[src/rtl/pc_adr_unit.sv]
// pc_adr_unit -- program counter and data-address assembly unit.
//
// Purpose:
//   Holds the 8-bit program counter (increment, conditional jump) and
//   assembles an 18-bit data-memory address from three byte writes taken
//   off the instruction-memory data register. The assembled address is
//   transferred to DAR on request.
//   All registers update on the falling edge of clock, so they line up with
//   the controller that drives the inputs. rst is asynchronous, active-high.
//
// Optional feature (macro RET_STACK_EN):
//   When defined, a 4-entry 8-bit return stack is built and the jmp_call and
//   jmp_ret codes become active. When undefined, both codes are treated as
//   unrecognised jump conditions and stk_err is tied to 0.
//
// Ports:
//   clock      in   1   system clock, registers sample on the falling edge
//   rst        in   1   asynchronous active-high reset
//   MIDR       in   8   instruction-memory data (jump target / address byte)
//   PCI        in   1   PC increment strobe
//   PRM        in   2   parameter mode (prm_jmp, prm_adr acted on)
//   PRM_param  in   4   jump condition code
//   OPR        in   3   operation select (opr_pc acted on)
//   ADR        in   4   address-assembly code
//   z_flag     in   1   accumulator-zero flag
//   PC         out  8   instruction address
//   DAR        out  18  data-memory address
//   adr_ok     out  1   all three address parts written since last transfer
//   stk_err    out  1   sticky return-stack overflow/underflow
//
// Code encodings:
//   PRM:       prm_jmp=1, prm_adr=2 (0 and 3 are no-ops here)
//   OPR:       opr_pc=1
//   PRM_param: jmp_jump=1, jmp_jz=2, jmp_jnz=3, jmp_call=4, jmp_ret=5
//   ADR:       adr_none=0, adr_first2=1, adr_mid8=2, adr_last8=3

module pc_adr_unit (
  input  logic        clock,
  input  logic        rst,
  input  logic [7:0]  MIDR,
  input  logic        PCI,
  input  logic [1:0]  PRM,
  input  logic [3:0]  PRM_param,
  input  logic [2:0]  OPR,
  input  logic [3:0]  ADR,
  input  logic        z_flag,
  output logic [7:0]  PC,
  output logic [17:0] DAR,
  output logic        adr_ok,
  output logic        stk_err
);

  localparam logic [1:0] PRM_JMP    = 2'd1;
  localparam logic [1:0] PRM_ADR    = 2'd2;
  localparam logic [2:0] OPR_PC     = 3'd1;
  localparam logic [3:0] JMP_JUMP   = 4'd1;
  localparam logic [3:0] JMP_JZ     = 4'd2;
  localparam logic [3:0] JMP_JNZ    = 4'd3;
  localparam logic [3:0] ADR_FIRST2 = 4'd1;
  localparam logic [3:0] ADR_MID8   = 4'd2;
  localparam logic [3:0] ADR_LAST8  = 4'd3;

  logic [7:0]  pc_q, pc_d;
  logic [17:0] ar_q, ar_d;
  logic [17:0] dar_q, dar_d;
  logic [2:0]  mask_q, mask_d;

  logic        jmp_req;
  logic        cond_taken;
  logic [7:0]  pc_inc;

  assign jmp_req = (PRM == PRM_JMP) && (OPR == OPR_PC);
  assign pc_inc  = pc_q + 8'd1;

  assign cond_taken = jmp_req &&
                      ((PRM_param == JMP_JUMP) ||
                       ((PRM_param == JMP_JZ)  &&  z_flag) ||
                       ((PRM_param == JMP_JNZ) && !z_flag));

`ifdef RET_STACK_EN
  localparam logic [3:0] JMP_CALL = 4'd4;
  localparam logic [3:0] JMP_RET  = 4'd5;

  // sp counts occupied entries (0..4); entry sp-1 is the top of stack.
  logic [7:0] stk_q [4];
  logic [7:0] stk_d [4];
  logic [2:0] sp_q, sp_d;
  logic       err_q, err_d;
  logic [2:0] sp_dec;

  assign sp_dec = sp_q - 3'd1;
`endif

  // Program counter and return stack.
  always_comb begin
    pc_d = pc_q;
    if (PCI) begin
      pc_d = pc_inc;
    end
    // A taken jump overrides the increment in the same clock.
    if (cond_taken) begin
      pc_d = MIDR;
    end
`ifdef RET_STACK_EN
    stk_d = stk_q;
    sp_d  = sp_q;
    err_d = err_q;
    if (jmp_req && (PRM_param == JMP_CALL)) begin
      // A push into a full stack is dropped but the call still jumps.
      if (sp_q == 3'd4) begin
        err_d = 1'b1;
      end else begin
        stk_d[sp_q[1:0]] = pc_inc;
        sp_d             = sp_q + 3'd1;
      end
      pc_d = MIDR;
    end
    if (jmp_req && (PRM_param == JMP_RET)) begin
      // A pop from an empty stack flags and freezes PC, increment included.
      if (sp_q == 3'd0) begin
        err_d = 1'b1;
        pc_d  = pc_q;
      end else begin
        pc_d = stk_q[sp_dec[1:0]];
        sp_d = sp_dec;
      end
    end
`endif
  end

  // Address assembly and transfer.
  always_comb begin
    ar_d   = ar_q;
    mask_d = mask_q;
    dar_d  = dar_q;
    case (ADR)
      ADR_FIRST2: begin
        ar_d[17:16] = MIDR[1:0];
        mask_d[0]   = 1'b1;
      end
      ADR_MID8: begin
        ar_d[15:8] = MIDR;
        mask_d[1]  = 1'b1;
      end
      ADR_LAST8: begin
        ar_d[7:0] = MIDR;
        mask_d[2] = 1'b1;
      end
      default: ;
    endcase
    // Transfer uses the freshly written byte (write-through) and always
    // clears the mask, even if parts were missing.
    if (PRM == PRM_ADR) begin
      dar_d  = ar_d;
      mask_d = 3'b000;
    end
  end

  always_ff @(negedge clock or posedge rst) begin
    if (rst) begin
      pc_q   <= 8'h00;
      ar_q   <= 18'h0;
      dar_q  <= 18'h0;
      mask_q <= 3'b000;
    end else begin
      pc_q   <= pc_d;
      ar_q   <= ar_d;
      dar_q  <= dar_d;
      mask_q <= mask_d;
    end
  end

`ifdef RET_STACK_EN
  always_ff @(negedge clock or posedge rst) begin
    if (rst) begin
      sp_q  <= 3'd0;
      err_q <= 1'b0;
      for (int i = 0; i < 4; i++) begin
        stk_q[i] <= 8'h00;
      end
    end else begin
      sp_q  <= sp_d;
      err_q <= err_d;
      stk_q <= stk_d;
    end
  end

  assign stk_err = err_q;
`else
  assign stk_err = 1'b0;
`endif

  assign PC     = pc_q;
  assign DAR    = dar_q;
  assign adr_ok = (mask_q == 3'b111);

endmodule

[config.mk]
export PLATFORM = sky130hd
export DESIGN_NAME = pc_adr_unit
export DESIGN_NICKNAME = d
export VERILOG_FILES = /design/src/rtl/pc_adr_unit.sv
export SDC_FILE = /design/constraint.sdc
export NUM_CORES = 1
export LEC_CHECK = 0
export CAP_MARGIN = 40
export CORE_ASPECT_RATIO = 1.4
export CORE_MARGIN = 4
export CORE_UTILIZATION = 43
export CTS_CLUSTER_DIAMETER = 40
export CTS_CLUSTER_SIZE = 25
export DETAILED_ROUTE_END_ITERATION = 7
export GPL_ROUTABILITY_DRIVEN = 0
export HOLD_SLACK_MARGIN = 0.08
export PLACE_DENSITY = 0.75
export SLEW_MARGIN = 30
export SYNTH_ARGS = -nofsm -noshare
export SYNTH_HDL_FRONTEND = slang
export SYNTH_SLANG_ARGS = --single-unit
[constraint.sdc]
create_clock -name clock -period 1.35 [get_ports clock]
set_input_delay 0.3375 -clock clock [delete_from_list [all_inputs] [get_ports clock]]
set_output_delay 0.3375 -clock clock [all_outputs]
set_load 0.02 [all_outputs]
==> summary.txt <==
status: finished, violations left
failing checks: negative setup slack
first-pass GRT wire length: 8949 microns
initial core utilization: 44.44%
DP Area: 0.002861 sq mm
reg2reg start: PC[4]$_DFFE_NP0P_
hold depth: 1
Slew Viols, Final: 0
Post-layout nets: 268
Clk pwr share: 18.0%
pwr dens: 1690 mW/mm^2
vias in the first global route: 1,778
list of most frequent post-synthesis cells: dfrtn_1 (47), mux2_2 (37), mux2_4 (5), nand4_1 (4)
hold_sp: mask_q[0]$_DFFE_NP0P_
most common cell in the netlist: dfrtn_1
Yosys top cell by area: dfrtn_1
Synth cell types: 29
switching power: 1797 uW
wire per inst: 19.21 microns
largest net degree at the start of global routing: 25
GRT Util Overall: 20.67%
setup ws final: -0.8220 ns
worst clock skew: 0.006115 ns
Residual DRC: 0
Post-Syn Instances: 134
Clk Tree Root Cell: clkbuf_8
worst vdd ir: 0.0009910 V
Startpoint Class: primary input
Rows: 29
Die X: 65.63 microns
pre-CTS setup slack: -1.548 ns
Antenna Nets Post-Route: 0
grt total ovfl: 0
Yosys top cell area share: 58.82%
number of clock sinks: 47
Critical Path AT: 1.65 ns
total die area: 0.005820 sq mm
area grow syn2layout: 72.90%
worst endpoint required time: 0.82 ns
EDFF count, synth: 0
MaxCap Viol Count: 0
Internal Pwr Total: 4044 uW
CP Max Fanout: 7
final wirelength: 5859 microns
Die Span Y: 88.68 microns
Top FF cell, synth: dfrtn_1
Worst Hold End: mask_q[0]$_DFFE_NP0P_
first-iteration detailed-routing DRC count: 44
I/O Buffers: 51
post-route cell area: 0.003457 sq mm
register area share after synthesis: 58.82%
Async S/R FF share, synth: 100.0%
R2R cell count: 6
Ys Warns: 0
internal reg-to-reg setup slack: -0.28 ns
Combinational Power Share: 45.7%
Power, Total: 5841 uW
H-tree Lvls: 2
kind of critical path: primary input to flip-flop
Setup TNS: -43.87 ns
Syn Area/Cell: 14.92 sq um
synth top area cells: dfrtn_1 (59%), mux2_2 (21%), mux2_4 (3.8%), a2111oi_0 (1.3%), xnor2_1 (1.3%)
clock tree from TritonCTS: yes
unrepaired setup endpoints after global routing: yes
synthesized area: 0.001999 sq mm
CTS Hold Bufs: 0
Worst setup EP type: flip-flop
Worst-path clk slew: 0.06 ns
Clk Latency, worst-skew pair: 0.30 ns
vias: 1,572
drt first pass iters: 4
share of layout cells above drive strength 1: 63.79%
ant diodes: 0
initial antenna violation count: 0
dpl hpwl: 3401 microns
core area: 0.004499 sq mm
final setup fails: 74
Fin Hold WS: 0.4410 ns
routed vias/inst: 5.154
Net Sw Frac: 30.76%
CTS Buf Count: 5
Max Root-Sink Buffers: 2
Synth Net Count: 160
#FFs+latches synth: 47
Pleak: 0.001614 uW
sequential share of power: 36.3%
Fin. Hold Viols: 0
Hold WC Path Type: flip-flop to flip-flop
number of top-level pins: 53
Critical R2R Capture: PC[6]$_DFFE_NP0P_
## cell type report
class,instances,area (sq um)
well taps,62,77.57
inverters,1,7.507
clock buffers,6,82.58
clock inverters,2,35.03
fillers,283,1042
flip-flops and latches,47,1176
multi-input cells,80,982.2
repair buffers,107,1096
## cells in the final DEF, fill, tap and decap left out, drive strengths merged, types with 3 or more instances in the layout
cell            n
a2111oi         3
a31oi           3
buf            92
clkbuf          6
clkdlybuf4s50   9
dfrtn          47
dlygate4sd2     4
mux2           42
nand4           4
o21a            3
o21ai           3
or3             3
xnor2           3
## layer usage
metal | wire length (microns) | vias up | GRT usage, %
met5 | 0 | - | 0
met4 | 153 | 0 | 8.302
met3 | 222 | 12 | 4.447
met2 | 3369 | 46 | 38.78
met1 | 2115 | 802 | 22.15
li1 | - | 712 | -
## cells by family (layout without fill, tap and decap cells)
family                     Yosys count  after routing  share of synthesized area [%]
DFF                                 47             47                          58.82
AOI/OAI and AO/OA                   14             14                          5.069
buffers and inverters                7            116                          1.940
and+or+nand+nor                     18             18                          7.009
adders and majority gates            1              1                         0.6257
xor gates and xnor gates             4              4                          1.753
muxes                               42             42                          24.59
other                                1              1                         0.1876
## what timing repair did
| item | CTS | global route |
|---|---|---|
| cloned | 2 | 0 |
| setup buffers | 20 | 14 |
| pin swaps | 6 | 5 |
| endpoints found under the setup margin | 74 | 74 |
| resized for setup | 248 | 11 |
## through the flow
step                std cells  util, %
floorplan                 134        -
global placement          265    63.60
detailed placement        265    63.60
CTS                       295    74.39
global route              305    76.84
finish                    305    76.84
## worst max path at each step
stage                 start                 to  slack, ns  depth (start not counted)
2_1_floorplan        PRM[1]  PC[0]$_DFFE_NP0P_      -1.02                          4
3_3_place_gp         PRM[1]  PC[3]$_DFFE_NP0P_      -1.51                          4
3_5_place_dp         PRM[1]  PC[3]$_DFFE_NP0P_      -1.55                          4
4_1_cts        PRM_param[2]  PC[3]$_DFFE_NP0P_      -0.85                          4
5_1_grt        PRM_param[2]  PC[3]$_DFFE_NP0P_      -0.82                          4
6_report       PRM_param[2]  PC[3]$_DFFE_NP0P_      -0.82                          4
## registers in the layout (all words and copies together) (netlist names)
register,count
DAR,18
PC,8
ar_q,18
mask_q,3
## power by group through the flow
stage / Sequential, uW / Combinational, uW / Clock (uW)
after floorplan: 2450 / 710 / 0
after global placement: 2050 / 2080 / 0
after detailed placement: 2070 / 2150 / 0
after CTS: 2100 / 2510 / 1080
after global routing: 2170 / 2830 / 1140
final: 2120 / 2670 / 1050
## critical path: stages
cell	delay [ns]
buf_6	0.09
or4_4	0.55
a211o_4	0.34
mux2_4	0.32
Note: power is estimated with default switching activity, not from simulation.
